<file path="src/rtl/cbus_writeback_pkg.sv">
// Shared datapath constants and the 4-bit select code space used by A_SEL, C_SEL and INC_SEL.
package cbus_writeback_pkg;

  localparam int unsigned WIDTH     = 19;
  localparam int unsigned NREG      = 12;
  localparam int unsigned NSLOT     = NREG + 2;
  localparam int unsigned SLOT_DMAR = 0;
  localparam int unsigned SLOT_DMDR = 1;

  typedef enum logic [3:0] {
    csel_none = 4'd0,
    csel_dmar = 4'd1,
    csel_dmdr = 4'd2,
    csel_r0   = 4'd3,
    csel_r1   = 4'd4,
    csel_r2   = 4'd5,
    csel_r3   = 4'd6,
    csel_r4   = 4'd7,
    csel_r5   = 4'd8,
    csel_r6   = 4'd9,
    csel_r7   = 4'd10,
    csel_r8   = 4'd11,
    csel_r9   = 4'd12,
    csel_r10  = 4'd13,
    csel_r11  = 4'd14,
    csel_rsvd = 4'd15
  } csel_e;

  typedef enum logic {
    ST_IDLE = 1'b0,
    ST_PEND = 1'b1
  } pend_state_e;

  // Codes 1..14 map to slots 0..13 (DMAR, DMDR, R0..R11); none/reserved decode to no slot.
  function automatic logic [NSLOT-1:0] sel_onehot(input logic [3:0] sel);
    logic [NSLOT-1:0] hot;
    hot = '0;
    if (sel >= 4'd1 && sel <= 4'd14) hot = NSLOT'(1) << (sel - 4'd1);
    return hot;
  endfunction

endpackage

</file>
<file path="src/rtl/cbus_reg.sv">
// One architectural register: load has priority over increment, increment wraps modulo 2^WIDTH.
module cbus_reg
  import cbus_writeback_pkg::*;
(
  input  logic             clk,
  input  logic             rst,
  input  logic             ld,
  input  logic [WIDTH-1:0] ld_data,
  input  logic             inc,
  output logic [WIDTH-1:0] q
);

  always_ff @(posedge clk or posedge rst) begin
    if (rst)      q <= '0;
    else if (ld)  q <= ld_data;
    else if (inc) q <= q + WIDTH'(1);
  end

endmodule

</file>
<file path="src/rtl/cbus_writeback.sv">
// C bus write-back, register increment and DMDR memory-load path with a one-entry hold buffer.
// Optional zero flag on C bus writes is enabled by defining CBUS_WB_ZFLAG_EN.
module cbus_writeback
  import cbus_writeback_pkg::*;
(
  input  logic             clk,
  input  logic             rst,
  input  logic [3:0]       C_SEL,
  input  logic [WIDTH-1:0] c_in,
  input  logic [3:0]       INC_SEL,
  input  logic             mem_rd_valid,
  input  logic [WIDTH-1:0] mem_rd_data,
  output logic             mem_rd_ready,
`ifdef CBUS_WB_ZFLAG_EN
  output logic             zflag,
`endif
  output logic [WIDTH-1:0] DMAR,
  output logic [WIDTH-1:0] DMDR,
  output logic [WIDTH-1:0] R0,
  output logic [WIDTH-1:0] R1,
  output logic [WIDTH-1:0] R2,
  output logic [WIDTH-1:0] R3,
  output logic [WIDTH-1:0] R4,
  output logic [WIDTH-1:0] R5,
  output logic [WIDTH-1:0] R6,
  output logic [WIDTH-1:0] R7,
  output logic [WIDTH-1:0] R8,
  output logic [WIDTH-1:0] R9,
  output logic [WIDTH-1:0] R10,
  output logic [WIDTH-1:0] R11
);

  pend_state_e      state, state_n;
  logic [WIDTH-1:0] pend_data;
  logic             pend_cap;
  logic [NSLOT-1:0] c_hot, inc_hot, ld_vec;
  logic             cpu_dmdr, mem_fire, dmdr_ld;
  logic [WIDTH-1:0] dmdr_data;
  logic [WIDTH-1:0] ld_data [NSLOT];
  logic [WIDTH-1:0] regs [NSLOT];

  assign c_hot    = sel_onehot(C_SEL);
  assign inc_hot  = sel_onehot(INC_SEL);
  assign cpu_dmdr = c_hot[SLOT_DMDR] | inc_hot[SLOT_DMDR];
  assign mem_fire = mem_rd_valid & mem_rd_ready;

  always_ff @(posedge clk or posedge rst) begin
    if (rst) begin
      state        <= ST_IDLE;
      pend_data    <= '0;
      mem_rd_ready <= 1'b1;
    end else begin
      state        <= state_n;
      mem_rd_ready <= (state_n == ST_IDLE);
      if (pend_cap) pend_data <= mem_rd_data;
    end
  end

  // DMDR priority: C write, increment (via cbus_reg), held memory word, new memory word.
  always_comb begin
    state_n   = state;
    pend_cap  = 1'b0;
    dmdr_ld   = 1'b0;
    dmdr_data = c_in;
    case (state)
      ST_IDLE: begin
        if (mem_fire) begin
          if (cpu_dmdr) begin
            state_n  = ST_PEND;
            pend_cap = 1'b1;
          end else begin
            dmdr_ld   = 1'b1;
            dmdr_data = mem_rd_data;
          end
        end
      end
      ST_PEND: begin
        if (!cpu_dmdr) begin
          state_n   = ST_IDLE;
          dmdr_ld   = 1'b1;
          dmdr_data = pend_data;
        end
      end
      default: state_n = ST_IDLE;
    endcase
    if (c_hot[SLOT_DMDR]) begin
      dmdr_ld   = 1'b1;
      dmdr_data = c_in;
    end
  end

  always_comb begin
    ld_vec            = c_hot;
    ld_vec[SLOT_DMDR] = dmdr_ld;
    for (int i = 0; i < NSLOT; i++) ld_data[i] = c_in;
    ld_data[SLOT_DMDR] = dmdr_data;
  end

  for (genvar i = 0; i < NSLOT; i++) begin : g_reg
    cbus_reg u_reg (
      .clk     (clk),
      .rst     (rst),
      .ld      (ld_vec[i]),
      .ld_data (ld_data[i]),
      .inc     (inc_hot[i]),
      .q       (regs[i])
    );
  end

  assign DMAR = regs[0];
  assign DMDR = regs[1];
  assign R0   = regs[2];
  assign R1   = regs[3];
  assign R2   = regs[4];
  assign R3   = regs[5];
  assign R4   = regs[6];
  assign R5   = regs[7];
  assign R6   = regs[8];
  assign R7   = regs[9];
  assign R8   = regs[10];
  assign R9   = regs[11];
  assign R10  = regs[12];
  assign R11  = regs[13];

`ifdef CBUS_WB_ZFLAG_EN
  always_ff @(posedge clk or posedge rst) begin
    if (rst)             zflag <= 1'b0;
    else if (|c_hot)     zflag <= (c_in == '0);
  end
`endif

`ifndef SYNTHESIS
  always_ff @(posedge clk) begin
    if (!rst && (C_SEL == csel_rsvd || INC_SEL == csel_rsvd))
      $warning("cbus_writeback: reserved select code 4'hF ignored");
  end
`endif

endmodule

</file>
<file path="config.mk">
export PLATFORM = sky130hd
export DESIGN_NAME = cbus_writeback
export DESIGN_NICKNAME = d
export VERILOG_FILES = /design/src/rtl/cbus_writeback_pkg.sv /design/src/rtl/cbus_reg.sv /design/src/rtl/cbus_writeback.sv
export SDC_FILE = /design/constraint.sdc
export NUM_CORES = 1
export LEC_CHECK = 0
export ABC_AREA = 1
export BUFFER_PORTS_ARGS = -buffer_cell sky130_fd_sc_hd__buf_4
export CAP_MARGIN = 40
export CELL_PAD_IN_SITES_DETAIL_PLACEMENT = 2
export CELL_PAD_IN_SITES_GLOBAL_PLACEMENT = 2
export CORE_ASPECT_RATIO = 1.25
export CORE_MARGIN = 2
export CORE_UTILIZATION = 29
export CTS_CLUSTER_SIZE = 16
export DETAILED_ROUTE_END_ITERATION = 8
export PLACE_DENSITY = 0.81
export SLEW_MARGIN = 25
export SYNTH_ARGS = -nofsm -noshare
export SYNTH_HDL_FRONTEND = slang
export SYNTH_HIERARCHICAL = 1
export SYNTH_SLANG_ARGS = --single-unit
</file>
<file path="constraint.sdc">
create_clock -name clk -period 1.65 [get_ports clk]
set_input_delay 0.33 -clock clk [delete_from_list [all_inputs] [get_ports clk]]
set_output_delay 0.33 -clock clk [all_outputs]
set_load 0.1 [all_outputs]
</file>
==> flow_summary.json <==
{
  "antenna_found_initial": 4,
  "min_period_ns": 1.96,
  "gp_congestion": 0.864,
  "worstSetupPathType": "flop to flop",
  "viasPerCell": 5.37,
  "core_area_mm2": 0.0684,
  "slowest_stage": "dfstp_4",
  "hold_class": "primary input to flop",
  "synth-seq-area-share": 0.357,
  "cp.arrival_ns": 2.39,
  "clk_pin_slew_ns": 0.06,
  "r2r_cells": 10,
  "drtIter0Drc": 1188,
  "fmax_mhz": 510,
  "cts_tree": "done",
  "grt.overflow.total": 0,
  "leakagePower_nw": 12.6,
  "cp_max_fo": 7,
  "r2r_end": "g_reg[1].u_reg/q[17]",
  "grt_max_degree": 22,
  "slew-limit-headroom": 0.618,
  "pre_cts_ws_ns": -0.193,
  "cp-end-kind": "flop",
  "portBuffers": 315,
  "stdcell_count": 4253,
  "first_pass_iters": 5,
  "violations": "setup timing",
  "synthCells": 2836,
  "die_width_um": 239,
  "ctsRootBufferMaster": "clkbuf_16",
  "area_growth_pct": 39.8,
  "slew_viol_final": 0,
  "syn_avg_cell_area_um2": 7.09,
  "power_density_mw_per_mm2": 1630,
  "grt.total_usage": 0.285,
  "vias": 22823,
  "fin_ws_ns": -0.312,
  "final_hold_viol_count": 0,
  "fin_tns_setup_ns": -4.75,
  "final_common_cell": "nand2_1",
  "peakVddDrop_uv": 1080,
  "start_util": 0.294,
  "hold_depth": 3,
  "cp_slowest_stage_delay_ns": 0.64,
  "worst_setup_path_start_kind": "flop",
  "ioPinCount": 316,
  "drive_gt1_frac": 0.349,
  "ys_types": 29,
  "numCtsBuffers": 37,
  "place_area_mm2": 0.0250,
  "min_to": "pend_data[15]",
  "timing.rr.start": "mem_rd_ready",
  "clockBufferDepth": 3,
  "syn_area_mm2": 0.0201,
  "hpwl_mm": 73.5,
  "clkLatencyLatePin_ns": 0.57,
  "ant_nets": 0,
  "cp_cell_sequence": "nand2_4, nor2_4, buf_12, nand2_2, nand2_2, nand2_1, nand2_2, inv_2, a22oi_2, nand2_1",
  "mostFrequentLayoutCells": "nand2_1 (835), inv_1 (275), nand3_1 (267)",
  "setup_viol": 33,
  "hold_path.startpoint": "mem_rd_data[15]",
  "tightest_slew_ns": 0.574,
  "status": "finished, violations left",
  "cp_common_cell": "nand2_2",
  "cts.sinks": 287,
  "grt_pass1_vias": 25299,
  "yosysWarnings": 6,
  "synth-seq-cells": 287,
  "die_h_um": 298,
  "drc": 0,
  "rows": 107,
  "dp.cells": 4159,
  "syn_nets": 2899,
  "skew_ns": 0.0146,
  "cp.required_ns": 2.07,
  "nets": 3360,
  "dieArea_mm2": 0.0715,
  "p_total_w": 0.0458,
  "rsz0062_at_grt": "yes",
  "cts-htree-levels": 2,
  "regToRegSetupSlack_ns": -0.31,
  "fin_crit_sh": 1.19,
  "wl_per_cell_um": 25.1,
  "drv_cap": 0,
  "fin_area_mm2": 0.0281,
  "grt_pass1_wl_mm": 156,
  "wl_mm": 107
}
metrics by stage:
stage	hold slack, ns	utilization
final	0.0246	0.411
after global routing	0.0156	0.411
after CTS	0.00309	0.405
after detailed placement	0.461	0.365
after global placement	0.447	0.365
after floorplan	0.280	-
state kept, by name (all words and copies together), names as in the netlist:
name          cells
state             1
mem_rd_ready      1
g.u_reg/q       266
pend_data        19
worst max path at each step:
stage,end,cells after the start,startpoint
6_report,g_reg[1].u_reg/q[17],10,mem_rd_ready
2_1_floorplan,g_reg[1].u_reg/q[11],10,mem_rd_ready
3_5_place_dp,g_reg[0].u_reg/q[6],10,C_SEL[2]
4_1_cts,mem_rd_ready,2,mem_rd_ready
5_1_grt,g_reg[1].u_reg/q[8],10,mem_rd_ready
3_3_place_gp,g_reg[1].u_reg/q[6],12,C_SEL[2]
timing repair:
action,in CTS,in global routing
hold buffers,2,0
setup buffers,9,8
endpoints found under the setup margin,263,54
cloned,6,0
gates resized for setup,332,116
endpoints found under the hold margin,131,0
pin swaps,9,51
Yosys cell counts:
master,instances,share of area
o21ai_1,70,0.017
inv_2,18,0.0034
nand2_4,15,0.0084
nor2_8,1,0.0010
buf_4,32,0.012
nor2_2,71,0.022
xor2_1,70,0.030
buf_6,1,0.00056
nand4_1,56,0.017
nor2_4,72,0.040
inv_1,289,0.054
nand2_2,78,0.024
ha_1,14,0.0087
clkbuf_2,1,0.00025
buf_2,18,0.0045
xnor2_1,28,0.012
nor2_1,227,0.042
nand2_1,898,0.17
a21oi_1,42,0.010
nand3_1,273,0.068
buf_8,1,0.00075
dfrtp_1,286,0.36
o21ai_0,14,0.0035
a22oi_1,154,0.058
or2_2,21,0.0065
o21bai_1,56,0.021
dfstp_2,1,0.0013
clkbuf_1,15,0.0028
o211ai_1,14,0.0052
power breakdown:
part | switching [W] | internal [W] | leakage [nW]
sequential | 0.00390 | 0.00915 | 3.27
combinational | 0.0176 | 0.00605 | 8.67
clock | 0.00363 | 0.00542 | 0.631
total | 0.0252 | 0.0206 | 12.6
routing by layer:
layer / up-vias / routed length [um] / GRT usage
li1: 10095 / - / -
met2: 635 / 54300 / 0.505
met4: 4 / 6640 / 0.155
met5: - / 26 / 0
met1: 11789 / 41800 / 0.326
met3: 300 / 4180 / 0.0451
final cells by class:
| cell class | instances | area [um2] |
|---|---|---|
| antenna | 1 | 2.50 |
| clock buffer | 60 | 1150 |
| clock inverter | 8 | 149 |
| fill | 7800 | 40300 |
| inverter | 307 | 1160 |
| multi-input combinational | 2175 | 11700 |
| sequential | 287 | 7560 |
| tap | 926 | 1160 |
| timing repair buffer | 488 | 5230 |
| timing repair inverter | 1 | 6.26 |
logic make-up (layout without fill, tap and decap cells):
kind of cell | after synthesis | in the layout | synth area share
compound gates | 350 | 350 | 0.115
xor+xnor | 98 | 98 | 0.0427
fa+ha+maj | 14 | 14 | 0.00871
buf+inv | 375 | 864 | 0.0781
flops | 287 | 287 | 0.357
other cells | 0 | 1 | 0
simple gates | 1712 | 1713 | 0.398
critical path: cells and delay by family, from the launching register on:
kind	cells	cell delay (ns)
buf+inv	2	0.22
simple gates	7	0.75
compound gates	1	0.20
flops	1	0.64
No activity file was read; power rests on OpenSTA's default activity.
